==> src/rtl/ping_responder.sv <==
// ping_responder
//   Sensor-side model of an HC-SR04-style ultrasonic ranger. It qualifies a
//   trig pulse and waits a fixed burst delay. It then drives echo high for a
//   time proportional to the programmed distance, or for the no-target
//   timeout when the distance is out of range.
//
// Ports
//   clk          system clock
//   resetn       synchronous active-low reset
//   trig         trigger from the initiator (asynchronous, synchronized here)
//   distance_cm  simulated target distance in cm, latched at trig acceptance
//   echo         echo pulse to the initiator (registered)
//   busy         high whenever the responder is not idle (registered)
//   ping_count   number of echo pulses issued, wraps 255 -> 0
module ping_responder #(
  parameter int unsigned CLK_FREQ_MHZ = 25,
  parameter int unsigned MIN_TRIG_US  = 10,
  parameter int unsigned BURST_US     = 200,
  parameter int unsigned US_PER_CM    = 58,
  parameter int unsigned MAX_CM       = 400,
  parameter int unsigned TIMEOUT_US   = 38000,
  parameter int unsigned HOLDOFF_US   = 100
) (
  input  logic       clk,
  input  logic       resetn,
  input  logic       trig,
  input  logic [8:0] distance_cm,
  output logic       echo,
  output logic       busy,
  output logic [7:0] ping_count
);

  localparam int unsigned TRIG_CYC  = MIN_TRIG_US * CLK_FREQ_MHZ;
  localparam int unsigned BURST_CYC = BURST_US * CLK_FREQ_MHZ;
  localparam int unsigned HOLD_CYC  = HOLDOFF_US * CLK_FREQ_MHZ;
  localparam int unsigned TMO_CYC   = TIMEOUT_US * CLK_FREQ_MHZ;
  localparam int unsigned CM_CYC    = US_PER_CM * CLK_FREQ_MHZ;
  localparam int unsigned MAXD_CYC  = MAX_CM * CM_CYC;

  function automatic int unsigned max2(input int unsigned a, input int unsigned b);
    return (a > b) ? a : b;
  endfunction

  // The counter must hold the longest interval spent in any single state.
  localparam int unsigned CNT_MAX = max2(max2(max2(TRIG_CYC, BURST_CYC), HOLD_CYC),
                                         max2(TMO_CYC, MAXD_CYC));
  localparam int unsigned CW = $clog2(CNT_MAX + 1);

  localparam logic [CW-1:0] TRIG_SAT   = CW'(TRIG_CYC);
  localparam logic [CW-1:0] BURST_LAST = CW'(BURST_CYC - 1);
  localparam logic [CW-1:0] HOLD_LAST  = CW'(HOLD_CYC - 1);
  localparam logic [CW-1:0] TMO_CNT    = CW'(TMO_CYC);
  localparam logic [CW-1:0] CM_CNT     = CW'(CM_CYC);

  typedef enum logic [2:0] {
    IDLE,
    TRIG_HI,
    BURST,
    ECHO,
    HOLDOFF
  } state_e;

  state_e        state_q, state_d;
  logic          sync1_q, trig_s_q, trig_prev_q;
  logic [CW-1:0] cnt_q, cnt_d;
  logic [8:0]    dist_q, dist_d;
  logic          echo_q, echo_d;
  logic          busy_q, busy_d;
  logic [7:0]    count_q, count_d;

  logic          trig_rise;
  logic          trig_ok;
  logic          dist_valid;
  logic [CW-1:0] echo_cycles;
  logic [CW-1:0] echo_last;

  assign trig_rise  = trig_s_q && !trig_prev_q;
  assign trig_ok    = (cnt_q == TRIG_SAT);
  assign dist_valid = (dist_q != 9'd0) && (32'(dist_q) <= MAX_CM);

  // The product is only used for in-range distances, where it never
  // exceeds CNT_MAX, so CW bits hold it exactly.
  assign echo_cycles = dist_valid ? (CW'(dist_q) * CM_CNT) : TMO_CNT;
  assign echo_last   = echo_cycles - 1'b1;

  // State register, synchronizer and registered outputs.
  always_ff @(posedge clk) begin
    if (!resetn) begin
      state_q     <= IDLE;
      sync1_q     <= 1'b0;
      trig_s_q    <= 1'b0;
      trig_prev_q <= 1'b0;
      cnt_q       <= '0;
      dist_q      <= '0;
      echo_q      <= 1'b0;
      busy_q      <= 1'b0;
      count_q     <= '0;
    end else begin
      state_q     <= state_d;
      sync1_q     <= trig;
      trig_s_q    <= sync1_q;
      // Tracked in every state, so a trig that went high during HOLDOFF is
      // not mistaken for a fresh rising edge back in IDLE.
      trig_prev_q <= trig_s_q;
      cnt_q       <= cnt_d;
      dist_q      <= dist_d;
      echo_q      <= echo_d;
      busy_q      <= busy_d;
      count_q     <= count_d;
    end
  end

  // Next-state logic.
  always_comb begin
    state_d = state_q;
    unique case (state_q)
      IDLE:    if (trig_rise) state_d = TRIG_HI;
      TRIG_HI: if (!trig_s_q) state_d = trig_ok ? BURST : IDLE;
      BURST:   if (cnt_q == BURST_LAST) state_d = ECHO;
      ECHO:    if (cnt_q == echo_last) state_d = HOLDOFF;
      HOLDOFF: if (cnt_q == HOLD_LAST) state_d = IDLE;
      default: state_d = IDLE;
    endcase
  end

  // Counter, distance latch and output next values.
  always_comb begin
    cnt_d   = cnt_q;
    dist_d  = dist_q;
    count_d = count_q;

    if (state_d != state_q) begin
      cnt_d = '0;
    end else if (state_q == TRIG_HI) begin
      if (trig_s_q && (cnt_q != TRIG_SAT)) cnt_d = cnt_q + 1'b1;
    end else if (state_q != IDLE) begin
      cnt_d = cnt_q + 1'b1;
    end

    if ((state_q == TRIG_HI) && (state_d == BURST)) dist_d = distance_cm;
    if ((state_q == ECHO) && (state_d == HOLDOFF)) count_d = count_q + 8'd1;

    echo_d = (state_d == ECHO);
    busy_d = (state_d != IDLE);
  end

  assign echo       = echo_q;
  assign busy       = busy_q;
  assign ping_count = count_q;

endmodule

==> config.mk <==
export PLATFORM = sky130hd
export DESIGN_NAME = ping_responder
export DESIGN_NICKNAME = d
export VERILOG_FILES = /design/src/rtl/ping_responder.sv
export SDC_FILE = /design/constraint.sdc
export NUM_CORES = 1
export LEC_CHECK = 0
export CAP_MARGIN = 20
export CORE_ASPECT_RATIO = 0.8
export CORE_MARGIN = 4
export CORE_UTILIZATION = 50
export DETAILED_ROUTE_END_ITERATION = 8
export PLACE_DENSITY = 0.75
export RECOVER_POWER = 100
export SLEW_MARGIN = 20
export SYNTH_ARGS = -nofsm -noshare
export SYNTH_HDL_FRONTEND = slang
export SYNTH_SLANG_ARGS = --single-unit
==> constraint.sdc <==
create_clock -name clk -period 5.9 [get_ports clk]
set_input_delay 1.18 -clock clk [delete_from_list [all_inputs] [get_ports clk]]
set_output_delay 1.18 -clock clk [all_outputs]
set_load 0.02 [all_outputs]
* Word level (Yosys, flattened, before mapping) *
Index checks and enable logic that the tools add are counted.

word-level totals
  register bits = 45
  input port bits = 12
  word-level logic and storage cells = 53

operators by class
  add/sub/neg operators = 3
  multipliers = 1
  $lt $le $gt $ge = 1
  equality and inequality tests = 14
  multiplexer cells = 11
  bitwise logic cells = 1
  reduce and logical (&&, ||, !) cells = 13

operators with widths
  kind                   number
  $mux 20                4
  $add 20x1->20 const B  1
  $eq 20x12->1 const B   1
  $eq 20x13->1 const B   1
  $eq 20x20->1           1
  $eq 20x8->1 const B    1
  $ne 20x8->1 const B    1
  $sub 20x1->20 const B  1
  $mul 9x10->19 const B  1
  $mux 3                 5
  $pmux 3 s5             1
  $eq 3x2->1 const B     4
  $le 9x9->1 const B     1
  $reduce_bool 9->1      1
  $add 8x1->8 const B    1
  $eq 3x3->1 const B     2
  $reduce_bool 3->1      2
  $logic_and 1x1->1      5
  $eq 3x1->1 const B     1
  $logic_not 3->1        1
  $ne 3x3->1             1
  $mux 2                 1
  $ne 2x1->1 const B     1
  $reduce_and 2->1       1
  4 further kinds        4

* Depth between registers and ports, before layout *
Gate-level depths: netlist of run 1.

  depth after elaboration = 9
  gate-level depth with buffers = 23
  depth with buffers taken out = 20

* Worst setup path before layout of run 1 *
OpenSTA, ideal clock, no wires.

  path kind = register to register
  start point = register dist_q[8]
  end point = register cnt_q[1]
  setup time = 0.134 ns
  data arrival time = 5.481 ns
  data required time = 5.766 ns
  slack = 0.285 ns
  cell stages (with the launch flop) = 22
  clock period less this slack = 5.615 ns
  cells stage by stage = dfxtp_1 ha_1 xor2_1 ha_1 inv_1 fa_1 fa_1 inv_1 ha_1 buf_2 o211ai_1 o211a_1 or3b_2 a22oi_1 o21ai_0 or3_1 o32ai_1 a31oi_1 nor4_4 nand3b_1 buf_6 a211oi_1

between the ends
  word-level cells in the longest chain between the ends = 9

ends and longest elaborated chain
  element                                                RTL line  text
  start: declaration                                     66        logic [8:0] dist_q, dist_d;
  start signal: assignment                               106       dist_q <= dist_d;
  branches (longest 2 deep; another with $mul 9x10->19)  n/a
  $mux 20 *                                              83        assign echo_cycles = dist_valid ? (CW'(dist_q) * CM_CNT) : TMO_CNT;
  $sub 20x1->20 *                                        84        assign echo_last = echo_cycles - 1'b1;
  $eq 20x20->1 *                                         120       ECHO: if (cnt_q == echo_last) state_d = HOLDOFF;
  $mux 3 *                                               120
  $pmux 3 s5 *                                           116       unique case (state_q)
  $ne 3x3->1 *                                           132       if (state_d != state_q) begin
  $reduce_or 2->1 (no source line) *                     n/a
  end signal: assignment                                 105       cnt_q <= cnt_d;
  end: declaration                                       65        logic [CW-1:0] cnt_q, cnt_d;

Mark *: on every way between the ends.
A chain may end at the register's enable or synchronous reset.

* Worst setup path in the final report of run 1 *
  start point = register dist_q[5]
  end point = register count_q[2], in the netlist ping_count[2]

between the ends
  word-level cells in the longest chain between the ends = 9

ends and longest elaborated chain
  element                                                RTL line  text
  branches (longest 2 deep; another with $mul 9x10->19)  n/a
  $mux 20 *                                              83
  $sub 20x1->20 *                                        84
  $eq 20x20->1 *                                         120
  $mux 3 *                                               120
  $pmux 3 s5 *                                           116
  $eq 3x3->1 *                                           141       if ((state_q == ECHO) && (state_d == HOLDOFF)) count_d = count_q + 8'd1;
  $logic_and 1x1->1 *                                    141
  end signal: assignment                                 109       count_q <= count_d;
  end: declaration                                       69        logic [7:0] count_q, count_d;

Marked as above.

==> metrics.yaml, run 1 <==
clock_sinks: 45
synth_area_leader_cell: "dfxtp_1"
route.met2.wl_mm: 5.22
fmax_mhz: 175
placed_area_mm2: 0.00521
path_clk_slew_ns: 0.07
synth-compound-area-share_pct: 14.7
endpoint: "ping_count[2]$_SDFFE_PN0P_"
seqPwrFrac_pct: 49.4
arrival_ns: 5.89
synthFlopType: "dfxtp_1"
cts_htree_levels: 2
ys_warn_count: 0
vias: 4323
antenna_found_initial: 0
synth.distinct_cells: 69
clock_latency_ns: 0.28
n_antenna_cell: 0
grt_pass1_vias: 4134
synth-xor-area-share_pct: 10.9
synth_area_leaders: "dfxtp_1, ha_1, fa_1, nor2_1, xnor2_1"
rrSetupSlack_ns: 0.19
crit_fanout: 9
slowest_delay_ns: 0.54
cts.path.max_buffers: 2
ir_drop_mv: 0.106
boundaryPins: 22
reg2reg_depth: 21
place.gp.congestion: 0.863
rows: 31
rsz0062_at_grt: "no"
syn-num-nets: 670
cts_buffers: 5
hold_class: "flip-flop to flip-flop"
area_delta_synth_final_pct: 15.0
outcome: "complete, no violations"
crit_top_cell: "fa_1"
cts-root-buf: "clkbuf_16"
overflow: 0
slew_headroom_pct: 50.3
synth-simple-area-share_pct: 24.5
critPathCaptureType: "flip-flop"
drt-met1-wl_mm: 5.85
r2r-start: "dist_q[5]$_SDFFE_PN0P_"
p_total_uw: 617
powerDensity_mw_per_mm2: 112
intPower_uw: 484
drt_iter0_markers: 263
cp-startpoint: "dist_q[5]$_SDFFE_PN0P_"
stdcell_area_mm2: 0.00552
wirelength_mm: 11.9
avgSynthCellArea_um2: 8.26
fin_nets: 700
drive_gt1_share_pct: 11.6
yosysMostFrequentCell: "nor2_1"
start_util_pct: 52.2
drc: 0
required_ns: 6.08
via_per_inst: 5.95
seq_area_frac_synth_pct: 18.8
finalSetupViolCount: 0
combPwrFrac_pct: 3.1
hold_viol_final: 0
drt_pass1_iterations: 5
synth_mux_area_share_pct: 2.30
crit_chain: "ha_2 -> inv_2 -> fa_1 -> fa_1 -> inv_1 -> fa_1 -> ha_2 -> o211ai_1 -> buf_4 -> o21ai_0 -> xor2_1 -> a211oi_2 -> buf_4 -> nand4_1 -> xnor2_1 -> a2111oi_2 -> or4b_4 -> nor4_4 -> buf_6 -> a21oi_1 -> o21a_1"
synth_edf_count: 0
die_x_um: 118
r2r_end: "ping_count[2]$_SDFFE_PN0P_"
synth_top_family_by_area: "simple AND/OR/NAND/NOR gates"
synth_seq_cells: 45
final.setup.worst_slack_ns: 0.185
worst_pin_slew_ns: 0.744
grt.total_usage_pct: 21.5
cts_tree: "yes"
synth-adder-area-share_pct: 23.1
synth_top_area_share_pct: 18.8
top_layer: "met4"
met3_length_um: 650
placeableCoreArea_mm2: 0.00919
ys_async_sr_fraction_pct: 0
period_share_pct: 96.9
cap_violations: 0
postCtsHoldBufs: 0
worstSetupPathType: "flip-flop to flip-flop"
drv_slew: 0
synthTopCellsByCount: "nor2_1, ha_1, inv_1"
die_h_um: 95.6
hpwl_mm: 9.34
p_sw_uw: 133
critPathSlowestCell: "fa_1"
ant_nets: 0
synthCells: 581
dieArea_mm2: 0.0112
start_kind: "flip-flop"
period_minus_slack_ns: 5.71
routedWlPerCell_um: 16.4
switching_share_pct: 21.5
power_frac_clock_pct: 47.5
finalClockSkew_ns: 0.00587
portBuffers: 21
grt_max_degree: 21
p_leak_nw: 2.50
post-place-ws_ns: -0.190
synth_area_mm2: 0.00480
grt_pass1_wl_mm: 20.0
## layout by cell type, fill, tap and decap left out, types with 18 or more instances in the layout
master	n
inv_1	49
xnor2_1	25
nor2_1	65
fa_1	19
ha_1	53
xor2_1	25
a21oi_1	23
nand3_1	25
buf_4	18
dfxtp_1	38
nand2_1	33
## how the worst min path moves through the flow
stage / start / end / slack (ns) / depth (start not counted)
finish: sync1_q$_SDFF_PN0_ / trig_s_q$_SDFF_PN0_ / 0.44 / 1
global route: sync1_q$_SDFF_PN0_ / trig_s_q$_SDFF_PN0_ / 0.46 / 1
detailed placement: sync1_q$_SDFF_PN0_ / trig_s_q$_SDFF_PN0_ / 0.43 / 1
CTS: sync1_q$_SDFF_PN0_ / trig_s_q$_SDFF_PN0_ / 0.44 / 1
global placement: sync1_q$_SDFF_PN0_ / trig_s_q$_SDFF_PN0_ / 0.42 / 1
floorplan: sync1_q$_SDFF_PN0_ / trig_s_q$_SDFF_PN0_ / 0.41 / 1
## power groups by stage
stage / Clock (mW) / Sequential (mW) / Combinational [mW]
floorplan: 0 / 0.313 / 0.00965
global placement: 0 / 0.313 / 0.0190
detailed placement: 0 / 0.313 / 0.0194
CTS: 0.296 / 0.306 / 0.0193
global route: 0.312 / 0.305 / 0.0207
finish: 0.293 / 0.305 / 0.0190
## critical path: cells and delay by family (launching register included)
family	cells	cell delay, ns
buffers and inverters	5	0.67
adders and majority gates	5	2.05
AOI/OAI and AO/OA	6	1.20
xor gates and xnor gates	2	0.39
DFF	1	0.39
and+or+nand+nor	3	0.90
## metrics by stage
step / utilization, % / setup TNS (ns) / cells / hold slack [ns]
6_report: 60.0 / 0 / 727 / 0.441
5_1_grt: 60.0 / 0 / 727 / 0.456
4_1_cts: 58.7 / 0 / 724 / 0.445
3_5_place_dp: 56.6 / -3.91 / 716 / 0.428
3_3_place_gp: 56.6 / -0.300 / 716 / 0.420
2_1_floorplan: - / 0 / 581 / 0.412
## layer usage
layer	track usage, %	up-vias
li1	-	2129
met1	30.6	2044
met2	35.0	134
met3	3.32	16
met4	4.59	0
met5	0	-
## sequential cells by signal, summed over array words and instances, names as in the netlist
signal       flops
busy             1
cnt_q           20
dist_q           9
echo             1
ping_count       8
state_q          3
sync1_q          1
trig_prev_q      1
trig_s_q         1
## area by class of cell
class / count / area (um2)
clock buffers: 6 / 139
clock inverters: 2 / 16.3
multi-input cells: 467 / 3730
inverters: 51 / 191
fillers: 796 / 3680
repair buffers: 41 / 377
flip-flops and latches: 45 / 915
well taps: 115 / 144
## timing repair
action / 4_1_cts / 5_1_grt
endpoints found under the setup margin: 30 / 31
pin swaps: 1 / 6
resized for setup: 11 / 29
buffers inserted: 0 / 3
## kinds of logic (layout without fill, tap and decap cells)
logic type / count (synthesis) / after routing
AO/OA/AOI/OAI: 103 / 103
multiplexers: 11 / 11
buffers and inverters: 69 / 100
XOR/XNOR: 55 / 55
AND/OR/NAND/NOR: 221 / 221
flip-flops: 45 / 45
adder cells (fa/ha/maj): 77 / 77
Note: power is estimated with default switching activity, not from simulation.
==> run 2, diff against run 1 <==
--- a/config.mk
+++ b/config.mk
@@ -5,7 +5,6 @@
 export SDC_FILE = /design/constraint.sdc
 export NUM_CORES = 1
 export LEC_CHECK = 0
-export CAP_MARGIN = 20
 export CORE_ASPECT_RATIO = 0.8
 export CORE_MARGIN = 4
 export CORE_UTILIZATION = 50
==> results of run 2 <==
Final layout, timing and power as in run 1 (identical DEF).
